`src/rtl/sync_fifo_pkg.sv`:
```
// Shared definitions for the single-clock flag FIFO: count width helper and
// the read-mode selector values.
package sync_fifo_pkg;

  localparam int FIFO_MODE_STD  = 0;
  localparam int FIFO_MODE_FWFT = 1;

  // Occupancy counters need one bit more than the RAM address to reach DEPTH.
  function automatic int count_width(input int addr_width);
    return addr_width + 1;
  endfunction

endpackage

```
`src/rtl/sync_fifo_ram.sv`:
```
// Simple dual-port RAM: one write port and one registered read port.
// Array contents are never reset; only the read register clears.
module sync_fifo_ram
  import sync_fifo_pkg::*;
#(
  parameter int DATA_WIDTH = 8,
  parameter int ADDR_WIDTH = 4
) (
  input  logic                  clk,
  input  logic                  rst,
  input  logic                  we,
  input  logic [ADDR_WIDTH-1:0] waddr,
  input  logic [DATA_WIDTH-1:0] wdata,
  input  logic                  re,
  input  logic [ADDR_WIDTH-1:0] raddr,
  output logic [DATA_WIDTH-1:0] rdata
);

  logic [DATA_WIDTH-1:0] mem [2**ADDR_WIDTH];

  // Write port.
  always_ff @(posedge clk) begin
    if (we) mem[waddr] <= wdata;
  end

  // Registered read port; clears on reset so the reader sees zero.
  always_ff @(posedge clk) begin
    if (rst)     rdata <= '0;
    else if (re) rdata <= mem[raddr];
  end

endmodule

```
`src/rtl/sync_fifo_flags_fwft.sv`:
```
// Single-clock FIFO with full/prog_full/empty/prog_empty flags, live
// occupancy count and an elaboration-time read mode (standard or FWFT).
// Optional feature macro: SYNC_FIFO_ERR_FLAGS_EN adds sticky overflow and
// underflow outputs.
//
// FWFT read path is two stages: the RAM read register (stage, valid sv) and
// the output register (valid ov). The staged word is still counted in
// ram_count, so data_count = ram_count + ov and capacity is DEPTH+1.
// A write into an empty FIFO at edge N is fetched at N+1 and presented at
// N+2; while the RAM keeps data, pops are refilled back-to-back.
module sync_fifo_flags_fwft
  import sync_fifo_pkg::*;
#(
  parameter int DATA_WIDTH = 8,
  parameter int ADDR_WIDTH = 4,
  parameter int FWFT       = 1,
  parameter int RESERVE    = 0,
  parameter int PE_THRESH  = 1
) (
  input  logic                                 clk,
  input  logic                                 rst,
  input  logic                                 wr_en,
  input  logic [DATA_WIDTH-1:0]                wr_data,
  output logic                                 full,
  output logic                                 prog_full,
  input  logic                                 rd_en,
  output logic [DATA_WIDTH-1:0]                rd_data,
  output logic                                 empty,
  output logic                                 has_data,
  output logic                                 prog_empty,
  output logic [count_width(ADDR_WIDTH)-1:0]   data_count
`ifdef SYNC_FIFO_ERR_FLAGS_EN
  ,
  output logic                                 overflow,
  output logic                                 underflow
`endif
);

  localparam int CW    = count_width(ADDR_WIDTH);
  localparam int DEPTH = 1 << ADDR_WIDTH;
  localparam logic [CW-1:0] DEPTH_C  = CW'(DEPTH);
  localparam logic [CW-1:0] PF_LEVEL = CW'(DEPTH - RESERVE);
  localparam logic [CW-1:0] PE_LEVEL = CW'(PE_THRESH);

  logic [ADDR_WIDTH-1:0] wr_ptr;
  logic [ADDR_WIDTH-1:0] rd_ptr;
  logic [CW-1:0]         ram_count;
  logic                  wr_acc;
  logic                  ram_re;
  logic                  ram_dec;
  logic [DATA_WIDTH-1:0] ram_dout;

  assign wr_acc     = wr_en & ~full;
  assign full       = (ram_count == DEPTH_C);
  assign prog_full  = (ram_count >= PF_LEVEL);
  assign has_data   = ~empty;
  assign prog_empty = (data_count <= PE_LEVEL);

  // Pointers and RAM occupancy; ram_dec is the mode-specific "word left RAM".
  always_ff @(posedge clk) begin
    if (rst) begin
      wr_ptr    <= '0;
      rd_ptr    <= '0;
      ram_count <= '0;
    end else begin
      if (wr_acc) wr_ptr <= wr_ptr + ADDR_WIDTH'(1);
      if (ram_re) rd_ptr <= rd_ptr + ADDR_WIDTH'(1);
      ram_count <= ram_count + CW'(wr_acc) - CW'(ram_dec);
    end
  end

  sync_fifo_ram #(
    .DATA_WIDTH(DATA_WIDTH),
    .ADDR_WIDTH(ADDR_WIDTH)
  ) u_ram (
    .clk  (clk),
    .rst  (rst),
    .we   (wr_acc & ~rst),
    .waddr(wr_ptr),
    .wdata(wr_data),
    .re   (ram_re & ~rst),
    .raddr(rd_ptr),
    .rdata(ram_dout)
  );

  if (FWFT != FIFO_MODE_STD) begin : g_fwft
    logic                  ov;
    logic                  sv;
    logic                  pop;
    logic                  move;
    logic                  fetch;
    logic [DATA_WIDTH-1:0] out_q;

    assign pop   = rd_en & ov;
    // Staged word advances when the output slot is free or being popped.
    assign move  = sv & (~ov | rd_en);
    // RAM words not yet fetched = ram_count - sv; refill stage when it frees.
    assign fetch = (ram_count != CW'(sv)) & (~sv | move);

    assign ram_re     = fetch;
    assign ram_dec    = move;
    assign rd_data    = out_q;
    assign empty      = ~ov;
    assign data_count = ram_count + CW'(ov);

    // Stage and output-register valid bits plus the presented word.
    always_ff @(posedge clk) begin
      if (rst) begin
        ov    <= 1'b0;
        sv    <= 1'b0;
        out_q <= '0;
      end else begin
        if (move) begin
          out_q <= ram_dout;
          ov    <= 1'b1;
        end else if (pop) begin
          ov    <= 1'b0;
        end
        if (fetch)     sv <= 1'b1;
        else if (move) sv <= 1'b0;
      end
    end
  end else begin : g_std
    logic rd_acc;

    assign rd_acc     = rd_en & ~empty;
    assign ram_re     = rd_acc;
    assign ram_dec    = rd_acc;
    assign rd_data    = ram_dout;
    assign empty      = (ram_count == '0);
    assign data_count = ram_count;
  end

`ifdef SYNC_FIFO_ERR_FLAGS_EN
  // Sticky error flags, cleared only by reset.
  always_ff @(posedge clk) begin
    if (rst) begin
      overflow  <= 1'b0;
      underflow <= 1'b0;
    end else begin
      if (wr_en & full)  overflow  <= 1'b1;
      if (rd_en & empty) underflow <= 1'b1;
    end
  end
`endif

endmodule

```
`config.mk`:
```
export PLATFORM = sky130hd
export DESIGN_NAME = sync_fifo_flags_fwft
export DESIGN_NICKNAME = d
export VERILOG_FILES = /design/src/rtl/sync_fifo_pkg.sv /design/src/rtl/sync_fifo_ram.sv /design/src/rtl/sync_fifo_flags_fwft.sv
export SDC_FILE = /design/constraint.sdc
export NUM_CORES = 1
export LEC_CHECK = 0
export ABC_AREA = 1
export CORE_UTILIZATION = 60
export CTS_BUF_LIST = sky130_fd_sc_hd__clkbuf_16
export CTS_CLUSTER_DIAMETER = 150
export DETAILED_ROUTE_END_ITERATION = 12
export PLACE_DENSITY = 0.79
export SLEW_MARGIN = 10
export SYNTH_ARGS = -nofsm -noshare
export SYNTH_HDL_FRONTEND = slang
export SYNTH_SLANG_ARGS = --single-unit
export TNS_END_PERCENT = 50
```
`constraint.sdc`:
```
create_clock -name clk -period 2.65 [get_ports clk]
set_input_delay 0.265 -clock clk [delete_from_list [all_inputs] [get_ports clk]]
set_output_delay 0.265 -clock clk [all_outputs]
set_load 0.05 [all_outputs]
```
==> impl_results.md, run 1 <==
- Initial Util: 0.614
- Post-synthesis sequential area ratio: 0.639
- Routing usage on met3: 0.0616
- Fin Setup TNS: 0 ps
- Via count: 5,016
- Yosys warning count: 0
- Avg Cell Area, Syn: 9.80 um2
- I/O Buffers: 29
- Area grow syn2layout: 15.8%
- Finished Cell Area: 8090 um2
- Chip width: 110 um
- Pwr Density: 1010 nW/um2
- Final HPWL DP: 9.42 mm
- Pwr Total: 0.00816 W
- VDD IR max: 622 uV
- # IOs: 30
- Synth Flop Type: edfxtp_1
- Worst slew pin tran: 726 ps
- ANT nets after route: 0
- Initial DRC Count: 457
- Number of diodes: 0
- Commonest cells post-synth: 222 x nand2_1, 128 x edfxtp_1, 108 x inv_1
- CP top delay family: buffers and inverters
- Clock Root Buffer: clkbuf_16
- Max-slew headroom: 0.516
- Hold_buf cts: 0
- Largest cells by area after synthesis: edfxtp_1 55%, nand2_1 12%, dfxtp_1 8.9%
- Maxcap violations: 0
- Wire length per cell: 16.8 um
- Yosys top cell area share: 0.550
- Register area: 4470 um2
- Min Hold Slack: 460 ps
- Vias per cell: 5.52
- Num CTS Buffers: 17
- Num rows: 39
- Initial antenna violation count: 0
- Hold Vio Cnt, Final: 0
- Share of cells above drive strength 1: 0.0783
- Filler cells: 762
- Total track usage: 0.275
- TritonCTS clock tree: done
- Clock-pin slew on the worst setup and hold paths: 60 ps
- Clk_lat worst skew: 420 ps
- CP Buf/Inv Count: 4
- Final Setup Violations: 0
- Number of flops mapped to enable cells by yosys: 128
- Crit Path Max Fanout: 3
- Seq cells post-synth: 159
- CP Class: reg2out
- Total Wirelength: 15.3 mm
- Number of detailed-route iterations in the first pass: 5
- Leak Pwr: 3.48 nW
- H-tree Lvls: 4
- Core area: 11,400 um2
- Final #Nets: 781
- Startpoint types: register
- Outcome: complete, no violations
- Largest net degree at the start of global routing: 67
- GR Util met1: 0.327
- Grt met2 use: 0.478
- Post-synth cell types: 25
- Worst path arrival time: 2250 ps
- DR DRC count: 0
- Post-synth ARST share: 0
- Largest area contributor in the netlist: edfxtp_1
- Non-filler cells in the finished layout: 909
- Worst path required time: 2380 ps
- Max incr delay on CP: 790 ps
- Synth Cell Area: 6990 um2
- Post-route clock period utilization: 0.950
- Most frequent cell on the critical path: inv_1
- Cell breakdown of the critical path: inv_1, ha_1, inv_1, nor2_1, nand3_2, inv_1, clkdlybuf4s50_1
- Gate Count Post-Synth: 713
- Crit. End Element: output port
- Die height: 110 um
- Max-slew violation count: 0
- Vias in the first global route: 4,884
- Slowest CP cell: clkdlybuf4s50_1
- Grt ovf: 0
- Dpl cells: 877
- Gr busiest metal: met2
- First-pass GRT wire length: 23.8 mm
- Gpl congestion: 0.895
- RSZ-0062 raised after global routing: false
- Multi-input gate area: 1960 um2
- Post-layout min period: 2520 ps
- Most common cell in the synthesized netlist: nand2_1
- Syn_nets: 741
- Final Skew: 6.29 ps
- Hold Crit Class: reg2reg
- Die area: 12,100 um2
- Num Clock Sinks: 159
- Placed cell areas: 7480 um2
- Max Clk Rate: 397 MHz
- CTS Buffer Depth: 2
## registers in the layout, summed over array words and instances (netlist names)
| signal | count |
|---|---|
| ram_count | 5 |
| rd_ptr | 4 |
| u_ram.mem | 128 |
| u_ram.rdata | 8 |
| has_data | 1 |
| g_fwft.sv | 1 |
| wr_ptr | 4 |
| rd_data | 8 |
## power breakdown
part / internal, W / switching [W]
clock: 0.00147 / 0.000955
combinational: 0.000820 / 0.00190
sequential: 0.00290 / 0.000115
## metal layers
metal | vias to the layer above | part of all wire
met5 | - | 0
met4 | 0 | 0.024
met3 | 36 | 0.072
met2 | 210 | 0.52
met1 | 2384 | 0.38
li1 | 2386 | -
## final cells by class
cell class              instances  area share
repair buffers                 52      0.0588
inverters                     111      0.0515
well taps                     143      0.0221
clock buffers                  17      0.0526
clock inverters                15      0.0210
multi-input cells             412       0.242
flip-flops and latches        159       0.552
## kinds of logic after synthesis
group / count (synthesis) / share of synthesized area
AND/OR/NAND/NOR: 344 / 0.205
XOR/XNOR: 8 / 0.0100
flip-flops: 159 / 0.639
buffers and inverters: 142 / 0.0845
AO/OA/AOI/OAI: 44 / 0.0319
adder cells (fa/ha/maj): 16 / 0.0297
## worst min-delay path, stage by stage, from the launching register on
cell	delay (ps)
dfxtp_1	290
inv_1	60
a21oi_1	60
## stage by stage
stage | setup WS (ps) | utilization
floorplan | 132 | -
global placement | 197 | 0.658
detailed placement | 70.1 | 0.658
CTS | 2.29 | 0.710
global route | 11.9 | 0.711
finish | 133 | 0.711
## cell usage in the layout, fill, tap and decap left out
cell type / count
nand2_1: 222
edfxtp_1: 128
inv_1: 109
nand3_1: 92
dfxtp_1: 29
a21oi_1: 27
clkdlybuf4s50_1: 26
buf_4: 22
clkbuf_16: 17
nor2_1: 16
o21ai_0: 16
ha_1: 15
nor3_1: 8
xor2_1: 7
clkinv_1: 4
clkinv_4: 4
bufinv_16: 3
inv_2: 2
inv_6: 2
dlygate4sd2_1: 2
dfxtp_2: 2
nand3_2: 1
nand2_4: 1
nor4_4: 1
xnor2_1: 1
nand4_1: 1
nand2_2: 1
nor2_2: 1
o21bai_1: 1
fa_1: 1
clkinvlp_2: 1
clkinvlp_4: 1
dlymetal6s2s_1: 1
buf_12: 1
## final timing paths
kind	end	from	slack (ps)	cells after the start
setup / recovery	full	ram_count[3]$_SDFF_PP0_	130	7
hold / removal	rd_data[0]$_SDFFE_PP0P_	u_ram.rdata[0]$_SDFFE_PP0P_	460	2
setup reg to reg	ram_count[4]$_SDFF_PP0_	ram_count[3]$_SDFF_PP0_	160	14
hold reg to reg	rd_data[0]$_SDFFE_PP0P_	u_ram.rdata[0]$_SDFFE_PP0P_	460	2
## repair_timing
action	in CTS	in global routing
setup buffers	0	0
hold endpoints to repair	0	0
endpoints found under the setup margin	2	2
gates resized for setup	2	4
No activity file was read; power rests on OpenSTA's default activity.
==> inputs of run 2 (changes only) <==
Settings changed: CELL_PAD_IN_SITES_DETAIL_PLACEMENT set to 1, CELL_PAD_IN_SITES_GLOBAL_PLACEMENT set to 1, CORE_UTILIZATION 60 to 48, PLACE_DENSITY 0.79 to not set, PLACE_DENSITY_LB_ADDON set to 0.1.
==> impl_results.md, run 2 (synthesis results as in run 1) <==
- VDD IR max: 477 uV
- Gpl congestion: 0.817
- Final HPWL DP: 11.6 mm
- Register area: 4470 um2
- Multi-input gate area: 1950 um2
- Post-layout min period: 2490 ps
- Die area: 15,000 um2
- Via count: 4,964
- Hold Vio Cnt, Final: 0
- Max Clk Rate: 402 MHz
- Crit path to: full
- Most common cell after layout, fill and taps aside: nand2_1
- Final Util: 0.579
- ANT nets after route: 0
- Worst setup path start: ram_count[3]$_SDFF_PP0_
- Number of detailed-route iterations in the first pass: 5
- Hold Crit Class: reg2reg
- Num rows: 43
- CP top delay family: buffers and inverters
- Outcome: complete, no violations
- Commonest non-fill, non-tap cells in the layout: 222 x nand2_1, 128 x edfxtp_1, 109 x inv_1
- Pwr Total: 0.00818 W
- Final Skew: 13.2 ps
- Total track usage: 0.259
- Post-route clock period utilization: 0.938
- Worst path required time: 2380 ps
- Max-slew headroom: 0.412
- Max reg flops: 128
- Register-to-Register Path Depth: 14
- Largest net degree at the start of global routing: 36
- Leak Pwr: 3.50 nW
- Slowest CP cell: clkdlybuf4s50_1
- Max-slew violation count: 0
- Cell breakdown of the critical path: inv_1, ha_1, inv_1, nor2_1, nand3_1, inv_1, clkdlybuf4s50_1
- CTS Buffer Depth: 2
- Clock Root Buffer: clkbuf_16
- RSZ-0062 raised after global routing: true
- Vias in the first global route: 5,276
- TritonCTS clock tree: done
- Crit. End Element: output port
- Total Wirelength: 17.7 mm
- # IOs: 30
- Clk_lat worst skew: 430 ps
- Hold depth: 2
- Number of diodes: 0
- Final worst setup slack: 165 ps
- First-pass GRT wire length: 27.8 mm
- Worst R2R Setup Slack: 170 ps
- Pwr Density: 1010 nW/um2
- Initial DRC Count: 334
- Num Clock Sinks: 159
- CP Buf/Inv Count: 4
- Final Setup Violations: 0
- Share of cells above drive strength 1: 0.0884
- H-tree Lvls: 4
- Initial antenna violation count: 1
- Worst slew pin tran: 880 ps
- Die height: 123 um
- Worst r2r src: ram_count[2]$_SDFF_PP0_
- Cts repair resizes: 3
- Place WS: 38.0 ps
- Most frequent cell on the critical path: inv_1
- Worst flop-to-flop path endpoint: ram_count[4]$_SDFF_PP0_
- DR DRC count: 0
- Startpoint types: register
- I/O Buffers: 29
- Wire length per cell: 18.7 um
- Num CTS Buffers: 17
- Hold_buf cts: 0
- CP Class: reg2out
- Max incr delay on CP: 790 ps
- Worst path arrival time: 2220 ps
- Maxcap violations: 0
- Vias per cell: 5.23
- Most flops, register: u_ram.mem
- Core area: 14,000 um2
- Grt ovf: 0
- Initial Util: 0.497
- Filler cells: 1,576
- Clock-pin slew on the worst setup and hold paths: 60 ps
- Final #Nets: 784
- Postcts setup bufs: 0
- Crit Path Max Fanout: 3
- Non-filler cells in the finished layout: 949
- Dpl cells: 917
- Crit path depth: 7
- Area grow syn2layout: 16.4%
- Chip width: 123 um
-- run 2: area by class of cell --
| cell class | count | area share |
|---|---|---|
| Sequential cell | 159 | 0.550 |
| Multi-Input combinational cell | 412 | 0.240 |
| Clock inverter | 12 | 0.00924 |
| Timing Repair Buffer | 55 | 0.0610 |
| Tap cell | 180 | 0.0277 |
| Clock buffer | 20 | 0.0616 |
| Inverter | 111 | 0.0513 |
-- run 2: worst min path at each step --
stage / slack, ps / to / startpoint
final: 460 / rd_data[5]$_SDFFE_PP0P_ / u_ram.rdata[5]$_SDFFE_PP0P_
after global routing: 500 / rd_data[2]$_SDFFE_PP0P_ / u_ram.rdata[2]$_SDFFE_PP0P_
after CTS: 460 / rd_data[5]$_SDFFE_PP0P_ / u_ram.rdata[5]$_SDFFE_PP0P_
after detailed placement: 450 / rd_data[5]$_SDFFE_PP0P_ / u_ram.rdata[5]$_SDFFE_PP0P_
after global placement: 450 / rd_data[5]$_SDFFE_PP0P_ / u_ram.rdata[5]$_SDFFE_PP0P_
after floorplan: 360 / u_ram.mem[0][0]$_DFFE_PP_ / wr_data[0]
-- run 2: stage by stage --
step | TNS [ps] | hold WS [ps] | area, um2
after CTS | 0 | 459 | 8120
after floorplan | 0 | 364 | 7000
after detailed placement | 0 | 451 | 7550
after global routing | -2.10 | 504 | 8130
after global placement | 0 | 448 | 7550
final | 0 | 455 | 8130
-- run 2: power by group --
group	leakage [nW]	internal, W	switching (W)
Sequential	1.41	0.00290	0.000155
Clock	0.301	0.00137	0.000986
Combinational	1.79	0.000836	0.00193
Total	3.50	0.00510	0.00307
-- run 2: layer usage --
| layer | part of all wire | GRT usage | wire, um | up-vias |
|---|---|---|---|---|
| li1 | - | - | - | 2394 |
| met1 | 0.43 | 0.321 | 7550 | 2465 |
| met2 | 0.52 | 0.453 | 9190 | 84 |
| met3 | 0.040 | 0.0488 | 705 | 21 |
| met4 | 0.015 | 0.0838 | 274 | 0 |
| met5 | 0 | 0 | 0 | - |
-- run 2: worst reg2reg max path: cells and delay by family (launching register included) --
kind | cells | cell delay (ps)
fa+ha+maj | 4 | 1070
compound gates | 4 | 440
flops | 1 | 380
simple gates | 3 | 280
buf+inv | 3 | 180
==> inputs of run 3 (changes only) <==
Settings changed: GPL_TIMING_DRIVEN set to 0.
==> impl_results.md, run 3 (synthesis results as in run 1) <==
- Grt ovf: 0
- Number of diodes: 0
- Pwr Density: 1020 nW/um2
- Most frequent cell on the critical path: ha_1
- Hold_buf cts: 0
- Chip width: 123 um
- Max reg flops: 128
- RSZ-0062 raised after global routing: false
- TritonCTS clock tree: done
- DR DRC count: 0
- CP Class: reg2out
- Crit. End Element: output port
- Initial Util: 0.497
- Vias in the first global route: 5,319
- Num CTS Buffers: 17
- Num Clock Sinks: 159
- Slowest CP cell: dlygate4sd2_1
- Postcts setup bufs: 0
- I/O Buffers: 29
- Most common cell after layout, fill and taps aside: nand2_1
- Number of detailed-route iterations in the first pass: 5
- Hold Crit Class: reg2reg
- Worst path arrival time: 2250 ps
- Area grow syn2layout: 16.5%
- Max Clk Rate: 397 MHz
- Via count: 5,069
- Core area: 14,000 um2
- Maxcap violations: 0
- Gpl congestion: 0.900
- First-pass GRT wire length: 29.3 mm
- Share of cells above drive strength 1: 0.0994
- Clk_lat worst skew: 430 ps
- Clock Root Buffer: clkbuf_16
- Final Setup Violations: 0
- VDD IR max: 495 uV
- Final Skew: 7.45 ps
- Commonest non-fill, non-tap cells in the layout: 222 x nand2_1, 128 x edfxtp_1, 110 x inv_1
- Initial antenna violation count: 0
- CP Buf/Inv Count: 1
- Wire length per cell: 19.9 um
- Total track usage: 0.278
- Num rows: 43
- Leak Pwr: 3.49 nW
- Initial DRC Count: 456
- Min Hold Slack: 462 ps
- Final worst setup slack: 133 ps
- Max incr delay on CP: 550 ps
- Vias per cell: 5.31
- Total Wirelength: 19.0 mm
- H-tree Lvls: 4
- Worst path required time: 2380 ps
- Crit Path Max Fanout: 5
- ANT nets after route: 0
- Max-slew headroom: 0.388
- Filler cells: 1,550
- CTS Buffer Depth: 2
- Outcome: complete, no violations
- Post-route clock period utilization: 0.950
- Place WS: -211 ps
- Most flops, register: u_ram.mem
- CP top delay family: buffers and inverters
- Post-layout min period: 2520 ps
- Largest net degree at the start of global routing: 17
- Final HPWL DP: 13.0 mm
- Pwr Total: 0.00832 W
- Cell breakdown of the critical path: ha_1, ha_1, xor2_1, nor4_4, dlygate4sd2_1
- Clock-pin slew on the worst setup and hold paths: 60 ps
- Die height: 123 um
- Max-slew violation count: 0
- # IOs: 30
- Startpoint types: register
- Die area: 15,000 um2
- Hold Vio Cnt, Final: 0
- Final #Nets: 790
- Worst slew pin tran: 915 ps
[run 3: what timing repair did]
action | 4_1_cts | 5_1_grt
resized for setup | 6 | 7
endpoints found under the hold margin | 0 | 0
pin swaps | 0 | 0
endpoints found under the setup margin | 21 | 35
[run 3: metrics by stage]
stage               instances  setup TNS [ps]  utilization  cell area (um2)
floorplan                 713               0            -             7000
global placement          922          -10520        0.535             7520
detailed placement        923           -3240        0.538             7550
CTS                       955               0        0.578             8120
global route              955               0        0.579             8140
finish                    955               0        0.579             8140
[run 3: metal layers]
metal  track usage  wire length [um]  vias up
li1              -                 -     2409
met1         0.361              8160     2497
met2         0.459              9360      127
met3        0.0497               976       36
met4         0.115               553        0
met5             0                 0        -
[run 3: layout make-up]
cell class	count	area (um2)	share of cell area
clock buffers	19	475	0.0584
clock inverters	13	80.1	0.00984
multi-input cells	412	2000	0.246
well taps	180	225	0.0277
flip-flops and latches	159	4470	0.549
inverters	111	417	0.0512
plain buffers	31	174	0.0214
repair buffers	30	297	0.0364
[run 3: worst register-to-register path, delay by kind of cell, from the launching register on]
| kind | cells | cell delay (ps) |
|---|---|---|
| AND/OR/NAND/NOR | 6 | 1380 |
| flip-flops | 1 | 370 |
| adder cells (fa/ha/maj) | 1 | 190 |
| buffers and inverters | 2 | 160 |
[run 3: path summary, 6_finish.rpt]
check,from,to,slack [ps],cells past startpoint
hold / removal,u_ram.rdata[0]$_SDFFE_PP0P_,rd_data[0]$_SDFFE_PP0P_,460,2
setup reg to reg,ram_count[3]$_SDFF_PP0_,u_ram.mem[10][2]$_DFFE_PP_,180,9
setup / recovery,has_data$_SDFFE_PP0P_,prog_empty,130,5
hold reg to reg,u_ram.rdata[0]$_SDFFE_PP0P_,rd_data[0]$_SDFFE_PP0P_,460,2
[run 3: report_power, final]
group          switching (W)  internal (W)
Sequential          0.000127       0.00290
Clock                0.00101       0.00131
Combinational        0.00207      0.000907
Total                0.00321       0.00511
